$ cat config.mk
export PLATFORM = sky130hd
export DESIGN_NAME = hazard_unit_flat
export DESIGN_NICKNAME = d
export VERILOG_FILES = /design/src/rtl/hazard_unit_if.sv /design/src/rtl/hazard_unit.sv /design/src/flat_wrapper.sv
export SDC_FILE = /design/constraint.sdc
export NUM_CORES = 1
export LEC_CHECK = 0
export BUFFER_PORTS_ARGS = -buffer_cell sky130_fd_sc_hd__buf_2
export CELL_PAD_IN_SITES_DETAIL_PLACEMENT = 1
export CELL_PAD_IN_SITES_GLOBAL_PLACEMENT = 2
export CORE_MARGIN = 10
export CORE_UTILIZATION = 33
export CTS_CLUSTER_DIAMETER = 40
export DETAILED_ROUTE_END_ITERATION = 8
export PLACE_DENSITY_LB_ADDON = 0.1
export RECOVER_POWER = 50
export SLEW_MARGIN = 5
export SYNTH_ARGS = -nofsm -noshare
export SYNTH_HDL_FRONTEND = slang
export SYNTH_SLANG_ARGS = --single-unit
export TNS_END_PERCENT = 100
$ cat constraint.sdc
create_clock -name clk -period 6.3 [get_ports clk]
set_input_delay 0.63 -clock clk [delete_from_list [all_inputs] [get_ports clk]]
set_output_delay 0.63 -clock clk [all_outputs]
set_load 0.02 [all_outputs]
$ cat src/rtl/hazard_unit_if.sv
// ID-stage decode fields, branch resolution and the hazard controls returned to the core.
interface hazard_unit_if #(
  parameter int REG_AW = 5,
  parameter int CNT_W  = 32
);
  logic              id_valid;
  logic [REG_AW-1:0] id_rs1;
  logic [REG_AW-1:0] id_rs2;
  logic              id_use_rs1;
  logic              id_use_rs2;
  logic [REG_AW-1:0] id_rd;
  logic              id_regWrite;
  logic              id_memRead;
  logic              branch_taken;
  logic              stall;
  logic              flush_if_id;
  logic              flush_id_ex;
  logic              flush_ex_mem;
  logic [1:0]        fwd_a;
  logic [1:0]        fwd_b;
  logic [CNT_W-1:0]  stall_cycles;
  logic [CNT_W-1:0]  flush_events;

  modport master (
    output id_valid, id_rs1, id_rs2, id_use_rs1, id_use_rs2, id_rd,
           id_regWrite, id_memRead, branch_taken,
    input  stall, flush_if_id, flush_id_ex, flush_ex_mem, fwd_a, fwd_b,
           stall_cycles, flush_events
  );

  modport slave (
    input  id_valid, id_rs1, id_rs2, id_use_rs1, id_use_rs2, id_rd,
           id_regWrite, id_memRead, branch_taken,
    output stall, flush_if_id, flush_id_ex, flush_ex_mem, fwd_a, fwd_b,
           stall_cycles, flush_events
  );
endinterface

$ cat src/rtl/hazard_unit.sv
// LEGv8 hazard detection / forwarding controller with EX/MEM/WB shadow occupancy.
// Build option: define FORWARDING_EN to enable operand forwarding (stall only on load-use).
module hazard_unit #(
  parameter int REG_AW   = 5,
  parameter int ZERO_REG = 31,
  parameter int CNT_W    = 32
) (
  input  logic         clk,
  input  logic         reset,
  hazard_unit_if.slave hif
);

  localparam logic [REG_AW-1:0] ZERO_ADDR = REG_AW'(ZERO_REG);

  typedef struct packed {
    logic              valid;
    logic [REG_AW-1:0] rd;
    logic              reg_write;
    logic              mem_read;
    logic [REG_AW-1:0] rs1;
    logic [REG_AW-1:0] rs2;
    logic              use_rs1;
    logic              use_rs2;
  } entry_t;

  localparam entry_t BUBBLE = '0;

  function automatic logic is_writer(input entry_t e);
    return e.valid & e.reg_write & (e.rd != ZERO_ADDR);
  endfunction

  function automatic logic hits(input entry_t e, input logic use_src, input logic [REG_AW-1:0] src);
    return use_src & is_writer(e) & (e.rd == src);
  endfunction

  entry_t           ex_r, mem_r, wb_r;
  entry_t           id_s, ex_next_s, mem_next_s;
  logic             raw_s;
  logic             stall_s;
  logic             flush_s;
  logic [1:0]       fwd_a_s, fwd_b_s;
  logic [CNT_W-1:0] stall_cnt_r, flush_cnt_r;
  logic             unused_s;

  // Pack the ID decode fields into a shadow entry.
  always_comb begin
    id_s           = BUBBLE;
    id_s.valid     = hif.id_valid;
    id_s.rd        = hif.id_rd;
    id_s.reg_write = hif.id_regWrite;
    id_s.mem_read  = hif.id_memRead;
    id_s.rs1       = hif.id_rs1;
    id_s.rs2       = hif.id_rs2;
    id_s.use_rs1   = hif.id_use_rs1;
    id_s.use_rs2   = hif.id_use_rs2;
  end

  // Dependency of the ID instruction on producers not yet visible through the register file.
  always_comb begin
    raw_s = 1'b0;
`ifdef FORWARDING_EN
    raw_s = ex_r.mem_read & (hits(ex_r, hif.id_use_rs1, hif.id_rs1) |
                             hits(ex_r, hif.id_use_rs2, hif.id_rs2));
`else
    raw_s = hits(ex_r,  hif.id_use_rs1, hif.id_rs1) | hits(ex_r,  hif.id_use_rs2, hif.id_rs2) |
            hits(mem_r, hif.id_use_rs1, hif.id_rs1) | hits(mem_r, hif.id_use_rs2, hif.id_rs2);
`endif
  end

  // Stall, flush and forwarding selects; a taken branch discards ID so it overrides stall.
  always_comb begin
    stall_s = 1'b0;
    flush_s = 1'b0;
    fwd_a_s = 2'b00;
    fwd_b_s = 2'b00;
    if (reset) begin
      stall_s = 1'b0;
      flush_s = 1'b0;
    end else begin
      flush_s = hif.branch_taken;
      if (hif.id_valid && !hif.branch_taken) begin
        stall_s = raw_s;
      end else begin
        stall_s = 1'b0;
      end
`ifdef FORWARDING_EN
      // EX/MEM result is younger than MEM/WB, so it is checked first.
      if (hits(mem_r, ex_r.use_rs1, ex_r.rs1)) begin
        fwd_a_s = 2'b10;
      end else if (hits(wb_r, ex_r.use_rs1, ex_r.rs1)) begin
        fwd_a_s = 2'b01;
      end else begin
        fwd_a_s = 2'b00;
      end
      if (hits(mem_r, ex_r.use_rs2, ex_r.rs2)) begin
        fwd_b_s = 2'b10;
      end else if (hits(wb_r, ex_r.use_rs2, ex_r.rs2)) begin
        fwd_b_s = 2'b01;
      end else begin
        fwd_b_s = 2'b00;
      end
`endif
    end
  end

  // Next shadow contents: bubbles enter on branch squash, stall or an empty ID slot.
  always_comb begin
    mem_next_s = ex_r;
    ex_next_s  = id_s;
    if (hif.branch_taken) begin
      mem_next_s = BUBBLE;
      ex_next_s  = BUBBLE;
    end else if (stall_s || !hif.id_valid) begin
      ex_next_s  = BUBBLE;
    end else begin
      ex_next_s  = id_s;
    end
  end

  // Shadow pipeline and saturating performance counters.
  always_ff @(posedge clk) begin
    if (reset) begin
      ex_r        <= BUBBLE;
      mem_r       <= BUBBLE;
      wb_r        <= BUBBLE;
      stall_cnt_r <= {CNT_W{1'b0}};
      flush_cnt_r <= {CNT_W{1'b0}};
    end else begin
      ex_r  <= ex_next_s;
      mem_r <= mem_next_s;
      wb_r  <= mem_r;
      if (stall_s && (stall_cnt_r != {CNT_W{1'b1}})) begin
        stall_cnt_r <= stall_cnt_r + CNT_W'(1);
      end
      if (flush_s && (flush_cnt_r != {CNT_W{1'b1}})) begin
        flush_cnt_r <= flush_cnt_r + CNT_W'(1);
      end
    end
  end

  // Some shadow fields only matter in one build configuration.
  assign unused_s = ^{ex_r, mem_r, wb_r};

  assign hif.stall        = stall_s;
  assign hif.flush_if_id  = flush_s;
  assign hif.flush_id_ex  = flush_s;
  assign hif.flush_ex_mem = flush_s;
  assign hif.fwd_a        = fwd_a_s;
  assign hif.fwd_b        = fwd_b_s;
  assign hif.stall_cycles = stall_cnt_r;
  assign hif.flush_events = flush_cnt_r;

endmodule

$ cat src/flat_wrapper.sv
// flat-port wrapper written by rule: the top's interface ports become plain ports
module hazard_unit_flat 
#(
  parameter int REG_AW   = 5,
  parameter int ZERO_REG = 31,
  parameter int CNT_W    = 32
)
  (clk, reset, hif_id_valid, hif_id_rs1, hif_id_rs2, hif_id_use_rs1, hif_id_use_rs2, hif_id_rd, hif_id_regWrite, hif_id_memRead, hif_branch_taken, hif_stall, hif_flush_if_id, hif_flush_id_ex, hif_flush_ex_mem, hif_fwd_a, hif_fwd_b, hif_stall_cycles, hif_flush_events);
  hazard_unit_if #(.REG_AW(REG_AW), .CNT_W(CNT_W)) hif_i ();
  input  logic clk;
  input  logic reset;
  input wire logic [$bits(hif_i.id_valid)-1:0] hif_id_valid;
  input wire logic [$bits(hif_i.id_rs1)-1:0] hif_id_rs1;
  input wire logic [$bits(hif_i.id_rs2)-1:0] hif_id_rs2;
  input wire logic [$bits(hif_i.id_use_rs1)-1:0] hif_id_use_rs1;
  input wire logic [$bits(hif_i.id_use_rs2)-1:0] hif_id_use_rs2;
  input wire logic [$bits(hif_i.id_rd)-1:0] hif_id_rd;
  input wire logic [$bits(hif_i.id_regWrite)-1:0] hif_id_regWrite;
  input wire logic [$bits(hif_i.id_memRead)-1:0] hif_id_memRead;
  input wire logic [$bits(hif_i.branch_taken)-1:0] hif_branch_taken;
  output wire logic [$bits(hif_i.stall)-1:0] hif_stall;
  output wire logic [$bits(hif_i.flush_if_id)-1:0] hif_flush_if_id;
  output wire logic [$bits(hif_i.flush_id_ex)-1:0] hif_flush_id_ex;
  output wire logic [$bits(hif_i.flush_ex_mem)-1:0] hif_flush_ex_mem;
  output wire logic [$bits(hif_i.fwd_a)-1:0] hif_fwd_a;
  output wire logic [$bits(hif_i.fwd_b)-1:0] hif_fwd_b;
  output wire logic [$bits(hif_i.stall_cycles)-1:0] hif_stall_cycles;
  output wire logic [$bits(hif_i.flush_events)-1:0] hif_flush_events;
  assign hif_i.id_valid = hif_id_valid;
  assign hif_i.id_rs1 = hif_id_rs1;
  assign hif_i.id_rs2 = hif_id_rs2;
  assign hif_i.id_use_rs1 = hif_id_use_rs1;
  assign hif_i.id_use_rs2 = hif_id_use_rs2;
  assign hif_i.id_rd = hif_id_rd;
  assign hif_i.id_regWrite = hif_id_regWrite;
  assign hif_i.id_memRead = hif_id_memRead;
  assign hif_i.branch_taken = hif_branch_taken;
  assign hif_stall = hif_i.stall;
  assign hif_flush_if_id = hif_i.flush_if_id;
  assign hif_flush_id_ex = hif_i.flush_id_ex;
  assign hif_flush_ex_mem = hif_i.flush_ex_mem;
  assign hif_fwd_a = hif_i.fwd_a;
  assign hif_fwd_b = hif_i.fwd_b;
  assign hif_stall_cycles = hif_i.stall_cycles;
  assign hif_flush_events = hif_i.flush_events;
  hazard_unit #(.REG_AW(REG_AW), .ZERO_REG(ZERO_REG), .CNT_W(CNT_W)) u_core (.clk(clk), .reset(reset), .hif(hif_i));
endmodule
== Yosys cells after proc, flatten, opt, wreduce, memory -nomap -nowiden ==
Index checks and enable logic that the tools add are counted.
Widths: inputs -> output; s select.

* Add/subtract/negate cells: 2
* Equal/unequal tests: 8
* Multiplexer cells: 3
* Bitwise logic cells: 15
* Reductions and logical operators: 8

{| class="wikitable"
|+ Operator list
! cell !! number
|-
| $add 32x1->32 const B || 2
|-
| $ne 32x32->1 const B || 2
|-
| $eq 5x5->1 || 4
|-
| $and 1x1->1 || 12
|-
| $ne 5x5->1 const B || 2
|-
| $logic_and 1x1->1 || 3
|-
| $mux 1 || 3
|-
| $or 1x1->1 || 3
|-
| $reduce_or 3->1 || 1
|-
| $logic_not 1->1 || 2
|-
| $reduce_or 2->1 || 1
|-
| $logic_or 1x1->1 || 1
|}

* Register bits after elaboration: 78
* Bits of input ports: 23

== Logic depth before layout (Yosys ltp) ==
* Depth in word-level cells: 11
* Mapped depth: 10
* Depth with buffers taken out: 7

== Least setup slack after synthesis ==
No wires, ideal clock.

* Path kind: input-to-reg
* From: input port hif_id_rs2[0]
* To: register u_core.stall_cnt_r[27] (netlist: u_core.hif.stall_cycles[27])
* Library setup time: 0.070 ns
* Data arrival time: 2.249 ns
* Data required time: 6.230 ns
* Path slack: 3.980 ns
* Cell stages on the path: 9
* Path buffers: 2
* Path through: xnor2_1 > nand4_1 > o22ai_2 > a22oi_2 > buf_6 > or2_1 > buf_6 > or4_1 > a21oi_1

* Cells in the longest elaborated chain, start to end: 8
* Elaborated cells on any way between the ends: 10
* Classes of those cells: eq/ne: 2; mux: 2; bitwise: 5; reduce/logical: 1

{| class="wikitable"
|+ RTL lines
! what !! line !! source
|-
| from (decl) || flat_wrapper.sv:14 || <nowiki>input wire logic [$bits(hif_i.id_rs2)-1:0] hif_id_rs2;</nowiki>
|-
| $eq 5x5->1 || hazard_unit.sv:33 || <nowiki>return use_src & is_writer(e) & (e.rd == src);</nowiki>
|-
| $and 1x1->1 || hazard_unit.sv:33 ||
|-
| $or 1x1->1 (2 in a row) || hazard_unit.sv:65 || <nowiki>raw_s = hits(ex_r, hif.id_use_rs1, hif.id_rs1) | hits(ex_r, hif.id_use_rs2, hif.id_rs2) |</nowiki>
|-
| $or 1x1->1 (*) || hazard_unit.sv:66 || <nowiki>hits(mem_r, hif.id_use_rs1, hif.id_rs1) | hits(mem_r, hif.id_use_rs2, hif.id_rs2);</nowiki>
|-
| $mux 1 (*) || hazard_unit.sv:81 || <nowiki>if (hif.id_valid && !hif.branch_taken) begin</nowiki>
|-
| $mux 1 (*) || hazard_unit.sv:76 || <nowiki>if (reset) begin</nowiki>
|-
| $logic_and 1x1->1 (*) || hazard_unit.sv:132 || <nowiki>if (stall_s && (stall_cnt_r != {CNT_W{1'b1}})) begin</nowiki>
|-
| to (signal assigned) || hazard_unit.sv:126 || <nowiki>stall_cnt_r <= {CNT_W{1'b0}};</nowiki>
|-
| to (signal assigned) || hazard_unit.sv:133 || <nowiki>stall_cnt_r <= stall_cnt_r + CNT_W'(1);</nowiki>
|-
| to (decl) || hazard_unit.sv:42 || <nowiki>logic [CNT_W-1:0] stall_cnt_r, flush_cnt_r;</nowiki>
|}

Mark *: on every way between the ends. The rest lies on a longest branch, timed or not.
A chain may end at the register's enable or synchronous reset.

== Worst setup path in the final report ==
* From: register u_core.stall_cnt_r[3] (netlist: u_core.hif.stall_cycles[3])
* To: register u_core.stall_cnt_r[18] (netlist: u_core.hif.stall_cycles[18])

* Cells in the longest elaborated chain, start to end: 2
* Elaborated cells on any way between the ends: 3
* Classes of those cells: add/sub: 1; eq/ne: 1; reduce/logical: 1

{| class="wikitable"
|+ RTL lines
! what
|-
| branches (longest 2 deep; another with $add 32x1->32)
|}

Parallel ways; which one is timed is not known.

==> results.md <==
- CTS Hold Bufs: 0
- Critical Path Sink Type: flop
- Leak Pwr: 0.00154 uW
- CP cell instances: nand4_2 > or3_1 > nor3_1 > a41o_1 > or2_1 > nor4_1 > mux2_1
- Endpoint, Worst Hold: u_core.mem_r[19]$_SDFF_PP0_
- Die X: 128 um
- Vias in the first global route: 3642
- Fin Clk Skew: 0.00535 ns
- Top cells by area, synth: dfxtp_1 (40%), xnor2_1 (13%), nor2_1 (6.4%)
- Max clock buf depth: 2
- First-pass GRT wire length: 18500 um
- Critical path's slowest cell: a41o_1
- Share of cells above drive strength 1: 0.0929
- Max VDD drop: 142 uV
- Root Driver: clkbuf_16
- Leading cell types by count after synthesis: dfxtp_1 (78), nor2_1 (66), xnor2_1 (56), nand2_1 (34), nand3_1 (29)
- Worst r2r dst: u_core.hif.stall_cycles[18]$_SDFFE_PP0P_
- # placed instances: 666
- Diodes inserted: 0
- Clock Latency Late Sink: 0.34 ns
- Fmax: 320 MHz
- Critical path peak fanout: 20
- Mean Syn Cell Area: 8.46 sq um
- Util after Layout: 0.404
- Critical path class: flop to flop
- Reg2reg path depth: 7
- Setup TNS: 0 ns
- Final setup violation count: 0
- Vias per std cell: 5.03
- Fin. Hold Viols: 0
- Pre-Repair DR Iteration Count: 4
- Vias: 3424
- EDFF count, synth: 0
- Pwr dens: 247 nW/um^2
- Total CTS buffers: 9
- DIE HEIGHT: 128 um
- Pins Over Slew Limit: 0
- Yosys Warn Count: 0
- Fin worst setup slack: 3.17 ns
- Slew Limit Headroom: 0.460
- Initial Util: 0.338
- Measured slew at the worst slew-check pin: 0.809 ns
- Status: finished clean
- First DRT Iteration DRCs: 110
- Die ar.: 16400 sq um
- FF+latch count, synth: 78
- Nets: 559
- CTS tree: built
- Fin crit share: 0.496
- Hold Path Class: flop to flop
- Synth async-reset ratio: 0
- I/O Buffers: 89
- Min cycle time layout: 3.13 ns
- Clock-pin slew on the worst setup and hold paths: 0.06 ns
- Residual DRC: 0
- Critical Path Source: u_core.hif.stall_cycles[3]$_SDFFE_PP0P_
- Total grt overflow: 0
- Tot GR Track Use: 0.140
- Mapped Cells: 456
- I/O Pins: 95
- Sink Count: 78
- Post-synthesis cell area: 3860 sq um
- DP Worst Slack: 3.07 ns
- Total wire length: 11200 um
- Htree depth: 3
- Post-cts resize count: 0
- Final GP Congestion: 0.772
- Post-CTS Setup Inserts: 0
- Worst r2r src: u_core.hif.stall_cycles[3]$_SDFFE_PP0P_
- Hold slack final: 0.456 ns
- Critical Path RT: 6.52 ns
- CP Launch Type: flop
- DR WL/cell: 16.5 um
- Critical Path AT: 3.35 ns
- Largest net degree at the start of global routing: 68
- Post-synthesis cell type count: 43
- Share of the synthesized area in the top cell type: 0.405
- Final Non-Filler Cells: 681
- HP Start: u_core.ex_r[19]$_SDFF_PP0_
- Synth Flop Type: dfxtp_1
- Top-count cell post-synth: dfxtp_1
- Core area: 11400 sq um
- Number of max-cap violations: 0
- Area leader, netlist: dfxtp_1
- Post-DRT Antenna Nets: 0
- Row cnt: 39
- Antenna violations before repair: 0
- CP max stage delay: 0.74 ns
- HPWL after DPL: 8240 um
- R2R setup slack: 3.17 ns
- Sequential element share of the synthesized area: 0.405
- RSZ-0062 raised after global routing: no
- Hold depth: 1
- P&R area growth vs syn: 19.7%
==> worst max-delay path: cells and delay by family (launching register included) <==
| kind | cells | cell delay, ns |
|---|---|---|
| AOI/OAI and AO/OA | 1 | 0.74 |
| muxes | 1 | 0.33 |
| DFF | 1 | 0.45 |
| and+or+nand+nor | 5 | 1.48 |
==> cell families (layout without fill, tap and decap cells) <==
kind of cell    count (synthesis)  after routing  synth area share
fa+ha+maj                       2              2           0.00649
xor+xnor                       71             71             0.161
compound gates                 26             26            0.0467
simple gates                  240            240             0.325
other cells                     1              4          0.000972
flops                          78             78             0.405
mux                             3              3           0.00844
buf+inv                        35            114            0.0464
==> power breakdown <==
part	total, uW	switching (uW)	internal (uW)
sequential	500	3.97	496
clock	594	199	395
combinational	46.3	30.1	16.1
==> sequential cells by signal, indices dropped and copies added (netlist names) <==
signal	count
u_core.ex_r	7
u_core.hif.stall_cycles	32
u_core.mem_r	7
u_core.hif.flush_events	32
==> placed cells by master, fill, tap and decap left out, types with 8 or more instances in the layout <==
cell,count
inv_1,8
or3_1,8
and3_1,16
a21oi_1,9
xnor2_1,56
xor2_1,15
nand3_1,29
nand2_1,34
clkbuf_16,9
nand4_1,19
nor3_1,21
clkbuf_1,65
buf_2,25
dfxtp_1,78
nor4_1,15
nor2_1,66
==> through the flow <==
| step | total power (uW) | cell area (sq um) |
|---|---|---|
| final | 1140 | 4620 |
| after global routing | 1180 | 4620 |
| after CTS | 1160 | 4700 |
| after detailed placement | 558 | 4360 |
| after global placement | 558 | 4360 |
| after floorplan | 542 | 3870 |
==> final cells by class <==
type	count	area [sq um]
tap	143	179
clock inverter	4	95.1
inverter	8	30.0
fill	1416	6800
timing repair buffer	91	380
clock buffer	11	243
sequential	78	1560
multi-input combinational	346	2130
==> per-layer routing <==
layer / GRT usage / up-vias / share of wire
met1: 0.167 / 1631 / 0.46
met5: 0 / - / 0
met4: 0.0596 / 0 / 0.016
met2: 0.228 / 62 / 0.47
li1: - / 1721 / -
met3: 0.0405 / 10 / 0.052
==> how the worst max path moves through the flow <==
stage                                               endpoint  slack (ns)  cells past startpoint
floorplan           u_core.hif.stall_cycles[27]$_SDFFE_PP0P_        3.98                      9
global placement    u_core.hif.stall_cycles[18]$_SDFFE_PP0P_        3.18                      7
detailed placement  u_core.hif.stall_cycles[27]$_SDFFE_PP0P_        3.07                      7
CTS                 u_core.hif.stall_cycles[18]$_SDFFE_PP0P_        3.12                      7
global route        u_core.hif.stall_cycles[18]$_SDFFE_PP0P_        2.92                      7
finish              u_core.hif.stall_cycles[18]$_SDFFE_PP0P_        3.17                      7
Note: power is estimated with default switching activity, not from simulation.
